File: src/rtl/spike_train_encoder.sv
// Multi-channel stochastic rate encoder.
// Each channel runs its own Galois LFSR. Once per timestep the channel's
// frequency code is turned into a Bernoulli spike.
// Mode 0 compares the top LFSR bits against the code (linear rate).
// Mode 1 is the legacy log-bucket encoding, which ANDs together every other LFSR bit.
// Spikes are presented through a valid/ready handshake.
// A saturating per-channel counter tallies the accepted spikes.
module spike_train_encoder #(
  parameter int                N_CH   = 4,
  parameter int                LFSR_W = 16,
  parameter int                FREQ_W = 8,
  parameter logic [LFSR_W-1:0] TAPS   = 16'hB400,
  parameter int                CNT_W  = 12,
  localparam int               CH_W   = (N_CH > 1) ? $clog2(N_CH) : 1
) (
  input  logic              clk_i,
  input  logic              rst_ni,
  input  logic              mode_i,
  input  logic              cfg_we_i,
  input  logic [CH_W-1:0]   cfg_ch_i,
  input  logic [FREQ_W-1:0] cfg_freq_i,
  input  logic              seed_load_i,
  input  logic [LFSR_W-1:0] seed_i,
  input  logic              step_i,
  output logic              busy_o,
  output logic              out_valid_o,
  input  logic              out_ready_i,
  output logic [N_CH-1:0]   spikes_o,
  input  logic              cnt_clr_i,
  output logic [CNT_W-1:0]  cnt_out_o
);

  typedef enum logic [1:0] {
    IDLE  = 2'd0,
    SHIFT = 2'd1,
    EVAL  = 2'd2,
    HOLD  = 2'd3
  } state_e;

  state_e            state_q, state_d;
  logic [LFSR_W-1:0] lfsr_q       [N_CH];
  logic [FREQ_W-1:0] freq_q       [N_CH];
  logic [FREQ_W-1:0] freqSample_q [N_CH];
  logic              modeSample_q;
  logic [N_CH-1:0]   spikes_q;
  logic [N_CH-1:0]   spikeCalc;
  logic              outValid_q;
  logic [CNT_W-1:0]  cnt_q        [N_CH];
  logic              handshake;
  logic              seedReload;
  logic              stepAccept;

  // Per-channel seed: the base seed XOR the channel index.
  // A zero result is replaced by 1, because an all-zero LFSR would lock up.
  function automatic logic [LFSR_W-1:0] seedFor(input logic [LFSR_W-1:0] base, input int idx);
    logic [LFSR_W-1:0] s;
    s = base ^ LFSR_W'(idx);
    if (s == '0) s = {{(LFSR_W-1){1'b0}}, 1'b1};
    return s;
  endfunction

  // One Galois step: shift right, and fold the taps back in when the bit shifted out is 1.
  function automatic logic [LFSR_W-1:0] lfsrNext(input logic [LFSR_W-1:0] r);
    return (r >> 1) ^ (r[0] ? TAPS : '0);
  endfunction

  // Map the 8-bit view of a frequency code to its legacy bucket depth k.
  function automatic logic [3:0] bucketK(input logic [7:0] f);
    logic [3:0] k;
    if (f >= 8'd193)     k = 4'd8;
    else if (f >= 8'd97) k = 4'd7;
    else if (f >= 8'd49) k = 4'd6;
    else if (f >= 8'd24) k = 4'd5;
    else                 k = 4'd0;
    return k;
  endfunction

  // AND of the k even-indexed LFSR bits. This gives a probability of 2^-k; k=0 never spikes.
  function automatic logic bucketAnd(input logic [LFSR_W-1:0] r, input logic [3:0] k);
    logic acc;
    acc = (k != 4'd0);
    for (int j = 0; j < 8; j++) begin
      if (j < int'(k)) acc = acc & r[2*j];
    end
    return acc;
  endfunction

  assign handshake  = (state_q == HOLD) && outValid_q && out_ready_i;
  assign seedReload = (state_q == IDLE) && seed_load_i;
  assign stepAccept = (state_q == IDLE) && !seed_load_i && step_i;

  // Timestep sequencer state register
  always_ff @(posedge clk_i or negedge rst_ni) begin
    if (!rst_ni) state_q <= IDLE;
    else         state_q <= state_d;
  end

  // Next-state logic: a seed reload in IDLE swallows a coincident step
  always_comb begin
    state_d = state_q;
    unique case (state_q)
      IDLE:    if (stepAccept) state_d = SHIFT;
      SHIFT:   state_d = EVAL;
      EVAL:    state_d = HOLD;
      HOLD:    if (handshake) state_d = IDLE;
      default: state_d = IDLE;
    endcase
  end

  // LFSR bank: reseed or advance once per accepted step, only while idle
  always_ff @(posedge clk_i or negedge rst_ni) begin
    if (!rst_ni) begin
      for (int i = 0; i < N_CH; i++) lfsr_q[i] <= seedFor(LFSR_W'(1), i);
    end else begin
      for (int i = 0; i < N_CH; i++) begin
        if (seedReload)      lfsr_q[i] <= seedFor(seed_i, i);
        else if (stepAccept) lfsr_q[i] <= lfsrNext(lfsr_q[i]);
      end
    end
  end

  // Frequency registers accept writes in any state; out-of-range channels match nothing
  always_ff @(posedge clk_i or negedge rst_ni) begin
    if (!rst_ni) begin
      for (int i = 0; i < N_CH; i++) freq_q[i] <= '0;
    end else if (cfg_we_i) begin
      for (int i = 0; i < N_CH; i++) begin
        if (int'(cfg_ch_i) == i) freq_q[i] <= cfg_freq_i;
      end
    end
  end

  // Snapshot of codes and mode taken in SHIFT so later changes only affect the next step
  always_ff @(posedge clk_i or negedge rst_ni) begin
    if (!rst_ni) begin
      for (int i = 0; i < N_CH; i++) freqSample_q[i] <= '0;
      modeSample_q <= 1'b0;
    end else if (state_q == SHIFT) begin
      for (int i = 0; i < N_CH; i++) freqSample_q[i] <= freq_q[i];
      modeSample_q <= mode_i;
    end
  end

  // Per-channel spike decision from the current LFSR value and the sampled code
  always_comb begin
    spikeCalc = '0;
    for (int i = 0; i < N_CH; i++) begin
      if (modeSample_q) spikeCalc[i] = bucketAnd(lfsr_q[i], bucketK(8'(freqSample_q[i])));
      else              spikeCalc[i] = (lfsr_q[i][LFSR_W-1 -: FREQ_W] < freqSample_q[i]);
    end
  end

  // Output register: capture in EVAL, hold through backpressure, drop valid on handshake
  always_ff @(posedge clk_i or negedge rst_ni) begin
    if (!rst_ni) begin
      spikes_q   <= '0;
      outValid_q <= 1'b0;
    end else if (state_q == EVAL) begin
      spikes_q   <= spikeCalc;
      outValid_q <= 1'b1;
    end else if (handshake) begin
      outValid_q <= 1'b0;
    end
  end

  // Saturating spike counters; a clear beats an increment on the same edge
  always_ff @(posedge clk_i or negedge rst_ni) begin
    if (!rst_ni) begin
      for (int i = 0; i < N_CH; i++) cnt_q[i] <= '0;
    end else begin
      for (int i = 0; i < N_CH; i++) begin
        if (cnt_clr_i)
          cnt_q[i] <= '0;
        else if (handshake && spikes_q[i] && (cnt_q[i] != {CNT_W{1'b1}}))
          cnt_q[i] <= cnt_q[i] + 1'b1;
      end
    end
  end

  // Counter readback mux; an out-of-range channel reads as zero
  always_comb begin
    cnt_out_o = '0;
    if (int'(cfg_ch_i) < N_CH) cnt_out_o = cnt_q[cfg_ch_i];
  end

  assign busy_o      = (state_q != IDLE);
  assign out_valid_o = outValid_q;
  assign spikes_o    = spikes_q;

endmodule

File: config.mk
export PLATFORM = sky130hd
export DESIGN_NAME = spike_train_encoder
export DESIGN_NICKNAME = d
export VERILOG_FILES = /design/src/rtl/spike_train_encoder.sv
export SDC_FILE = /design/constraint.sdc
export NUM_CORES = 1
export LEC_CHECK = 0
export BUFFER_PORTS_ARGS = -buffer_cell sky130_fd_sc_hd__buf_2
export CAP_MARGIN = 20
export CORE_ASPECT_RATIO = 1.25
export CORE_MARGIN = 4
export CORE_UTILIZATION = 30
export DETAILED_ROUTE_END_ITERATION = 7
export PLACE_DENSITY_LB_ADDON = 0.2
export SLEW_MARGIN = 20
export SYNTH_ARGS = -nofsm -noshare
export SYNTH_HDL_FRONTEND = slang
export SYNTH_SLANG_ARGS = --single-unit
File: constraint.sdc
create_clock -name clk_i -period 2.3 [get_ports clk_i]
set_input_delay 0.46 -clock clk_i [delete_from_list [all_inputs] [get_ports clk_i]]
set_output_delay 0.46 -clock clk_i [all_outputs]
set_load 0.02 [all_outputs]
### After elaboration in Yosys (flattened, before gate mapping)

Index checks and enable logic that the tools add are counted.
Widths: inputs -> output; s select.

* register bits after elaboration: 184
* bits of input ports: 34
* output and inout bits: 18
* logic and storage cells: 281

* add/sub/neg operators: 4
* $lt $le $gt $ge: 53
* equal/unequal tests: 12
* multiplexer cells: 116
* bitwise gates (word level): 40
* reduce and logical (&&, ||, !) cells: 36

Operators with widths (number)
* $mux 16: 16
* $mux 12: 10
* $mux 1: 66
* $logic_not 16->1: 4
* $lt 3x4->1 const A: 16
* $xor 15x16->16: 4
* $add 12x1->12 const B: 4
* $ne 12x12->1 const B: 4
* $mux 3: 12
* $and 1x1->1: 32
* $ge 8x5->1 const B: 4
* $ge 8x6->1 const B: 4
* $ge 8x7->1 const B: 4
* $ge 8x8->1 const B: 4
* $lt 1x4->1 const A: 8
* $lt 2x4->1 const A: 8
* $lt 8x8->1: 4
* $mux 4: 8
* $bmux 12 s2: 1
* $reduce_bool 4->1: 4
* $reduce_bool 2->1: 7
* $logic_and 1x1->1: 13
* $reduce_and 2->1: 5
* $eq 2x2->1 const B: 4
* other kinds (10): 15

### Logic depth before layout (Yosys ltp)

* word-level depth: 31
* mapped depth: 8
* gate-level depth less buffers: 7

### Least setup slack after synthesis

No wires, ideal clock.

* kind: input to output
* from: input port cfg_ch_i[0]
* to: output port cnt_out_o[10]
* arrival: 1533 ps
* data required time: 1840 ps
* slack: 307 ps
* stages: 3
* path buffers: 2
* path through: buf_2 > buf_2 > mux4_2

* cells in the longest elaborated chain, start to end: 4

Ends and longest elaborated chain
* from (decl): RTL line 20 `input logic [CH_W-1:0] cfg_ch_i,`
* $not 2->3 (not written as such): RTL line 183 `if (int'(cfg_ch_i) < N_CH) cnt_out_o = cnt_q[cfg_ch_i];`
* $bmux 12 s2: RTL line 183
* $mux 12 (not written as such) (2 in series): RTL line 183
* to (decl): RTL line 30 `output logic [CNT_W-1:0] cnt_out_o`

No other way between the ends. The select of a mux whose other input is x is not followed.

### Worst setup path after layout

* from: register state_q[1]
* to: output port busy_o

* cells in the longest elaborated chain, start to end: 1

Ends and longest elaborated chain
* from (decl): RTL line 40 `state_e state_q, state_d;`
* from (signal assigned): RTL line 95 `else state_q <= state_d;`
* $reduce_bool 2->1: RTL line 186 `assign busy_o = (state_q != IDLE);`
* to (decl): RTL line 25 `output logic busy_o,`

No other way between the ends.

==> qor.txt <==
Avg WL per Cell = 18.56 um
clk sinks = 184
Synth Cell Area = 9359 um2
vias in the first global route = 7244
RSZ-0062 raised after global routing = false
vias post-DR = 7180
clock latency on the worst-skew pair = 0.44 ns
CTS Buffer Depth = 2
Setup TNS = 0 ns
initial core utilization = 0.3029
drc violations = 0
Yosys warning total = 0
Avg Cell Area, Syn = 9.935 um2
CP Max Fanout = 16
Power, Total = 12.20 mW
grt total ovfl = 0
r2r setup slk = 0.30 ns
layout cells sized above 1 = 0.1640
Routed Antenna Nets = 0
Setup violations, final = 0
max cap viols = 0
Die Height = 205.5 um
initial antenna violation count = 0
Clock transition at path regs = 0.06 ns
syn_nets = 1013
drt first pass iters = 5
number of synthesized flops with an enable pin = 0
Yosys reg bits = 184
hpwl dp = 19.53 mm
Hold Fails Final Rpt = 0
P_leak = 4.754 nW
GRT Overall Usage = 0.1574
RR Endpoint = cnt_q[33]
Rel. slew slack = 0.6252
RR Startpoint = state_q[1]
Placer Congestion = 0.8092
Setup Crit Path Kind = flip-flop to output pin
Die ar. = 34100 um2
Starting DRT DRC Count = 541
commonest non-fill, non-tap cell in the layout = dfrtp_1
Setup crit start = state_q[1]
Slew @ Worst Pin = 0.5622 ns
predominant post-synthesis flop cell = dfrtp_1
first-pass GRT wire length = 42.09 mm
Critical Path RT = 1.84 ns
Min-Delay Path Class = input pin to flip-flop
setup bufs post-CTS = 0
WP data arrival = 1.66 ns
Worst setup SP type = flip-flop
register area share after synthesis = 0.4926
Tcrit/Tclk final = 0.9238
status = finished, final reports clean
final WL = 26.23 mm
Worst Clk Skew = 0.01615 ns
IR drop worst, VDD = 445.5 uV
Critical Path End Type = output pin
Port Buffers = 51
Die X = 166.0 um
fin crit period = 2.125 ns
number of fill cells = 3139
Cells after Synth = 942
Ports = 52
last element of the critical path = busy_o
number of nets in the layout = 1064
ys async rst share = 1.000
fmax = 470.7 MHz
root buf cell = clkbuf_16
standard-cell rows = 72
commonest non-fill, non-tap cells in the layout = dfrtp_1 (179), nand2_1 (118), o21ai_0 (118), a21oi_1 (66), nor2_1 (57)
DR vias/cell = 5.081
core area = 30900 um2
Max Slew Vio Count = 0
post-synth cell types = 51
largest net degree at the start of global routing = 57
CTS tree = done
H-tree Lvls = 4
CTS Buf Count = 17
Layout area overhead = 15.48%
R2R cell count = 6
Inserted Diodes = 0
power per cell area = 1129 nW/um2
==> cell type report <==
class,instances,area (um2),area share
repair buffers,78,506.7,0.04689
clock buffers,20,436.7,0.04040
inverters,40,150.1,0.01389
well taps,407,509.2,0.04712
flip-flops and latches,184,4611,0.4266
multi-input cells,672,4431,0.4099
clock inverters,12,163.9,0.01517
==> worst min path at each step <==
stage               startpoint          to  slack [ns]  cells past startpoint
CTS                  seed_i[1]  lfsr_q[32]        0.24                      2
global placement        rst_ni   cnt_q[43]        0.46                      1
detailed placement      rst_ni   cnt_q[45]        0.47                      1
floorplan               rst_ni    cnt_q[0]        0.16                      0
finish               seed_i[1]  lfsr_q[32]        0.25                      2
global route         seed_i[1]  lfsr_q[32]        0.24                      2
==> layer usage <==
metal | wire length (um) | vias to the layer above | share of wire | GRT usage
li1 | - | 3484 | - | -
met1 | 11480 | 3533 | 0.44 | 0.1975
met2 | 13280 | 134 | 0.51 | 0.2732
met3 | 896 | 29 | 0.034 | 0.03094
met4 | 564 | 0 | 0.022 | 0.05246
met5 | 0 | - | 0 | 0
==> power breakdown <==
| group | total [mW] | internal (mW) | switching, mW |
|---|---|---|---|
| Clock | 3.06 | 1.73 | 1.33 |
| Combinational | 3.96 | 1.63 | 2.33 |
| Sequential | 5.18 | 4.20 | 0.989 |
| Total | 12.2 | 7.55 | 4.65 |
==> registers in the layout (all words and copies together), names as in the netlist <==
| name | flops |
|---|---|
| cnt_q | 48 |
| freqSample_q | 32 |
| freq_q | 32 |
| lfsr_q | 64 |
| modeSample_q | 1 |
| out_valid_o | 1 |
| spikes_o | 4 |
| state_q | 2 |
==> what timing repair did <==
item	in CTS	in global routing
gates resized for setup	0	0
endpoints found under the hold margin	7	0
hold buffers	1	0
==> through the flow <==
stage | std cells | setup WS [ns] | cell area, um2 | hold WS, ns | utilization
6_report | 1413 | 0.1753 | 10810 | 0.2534 | 0.3498
5_1_grt | 1413 | 0.02601 | 10810 | 0.2381 | 0.3498
4_1_cts | 1413 | 0.1381 | 10810 | 0.2411 | 0.3498
3_5_place_dp | 1380 | 0.1903 | 10200 | 0.4671 | 0.3300
3_3_place_gp | 1380 | 0.2260 | 10200 | 0.4589 | 0.3300
2_1_floorplan | 942 | 0.3066 | 9359 | 0.1644 | -
==> Yosys cell counts (15+ instances only) <==
cell type | instances | area (um2)
mux2_2 | 37 | 416.7
dfrtp_1 | 179 | 4479
inv_1 | 40 | 150.1
ha_1 | 37 | 462.9
nand3_1 | 15 | 75.07
nand4_1 | 28 | 175.2
nand2_1 | 118 | 442.9
and3_1 | 21 | 131.4
xor2_1 | 41 | 359.1
nor2_1 | 57 | 214.0
a21oi_1 | 66 | 330.3
o21ai_0 | 118 | 590.6
clkbuf_1 | 39 | 146.4
==> worst max-delay path: stages (launching register included) <==
cell and delay [ns]:
dfrtp_1 0.40, inv_1 0.13, ha_1 0.23, buf_4 0.23, inv_1 0.08, buf_2 0.16
==> kinds of logic after synthesis <==
kind of cell,Yosys count,synth area share
AND/OR/NAND/NOR,294,0.1513
XOR/XNOR,45,0.04211
buffers and inverters,86,0.03543
multiplexers,53,0.07767
AO/OA/AOI/OAI,243,0.1513
flip-flops,184,0.4926
adder cells (fa/ha/maj),37,0.04946
No activity file was read; power rests on OpenSTA's default activity.
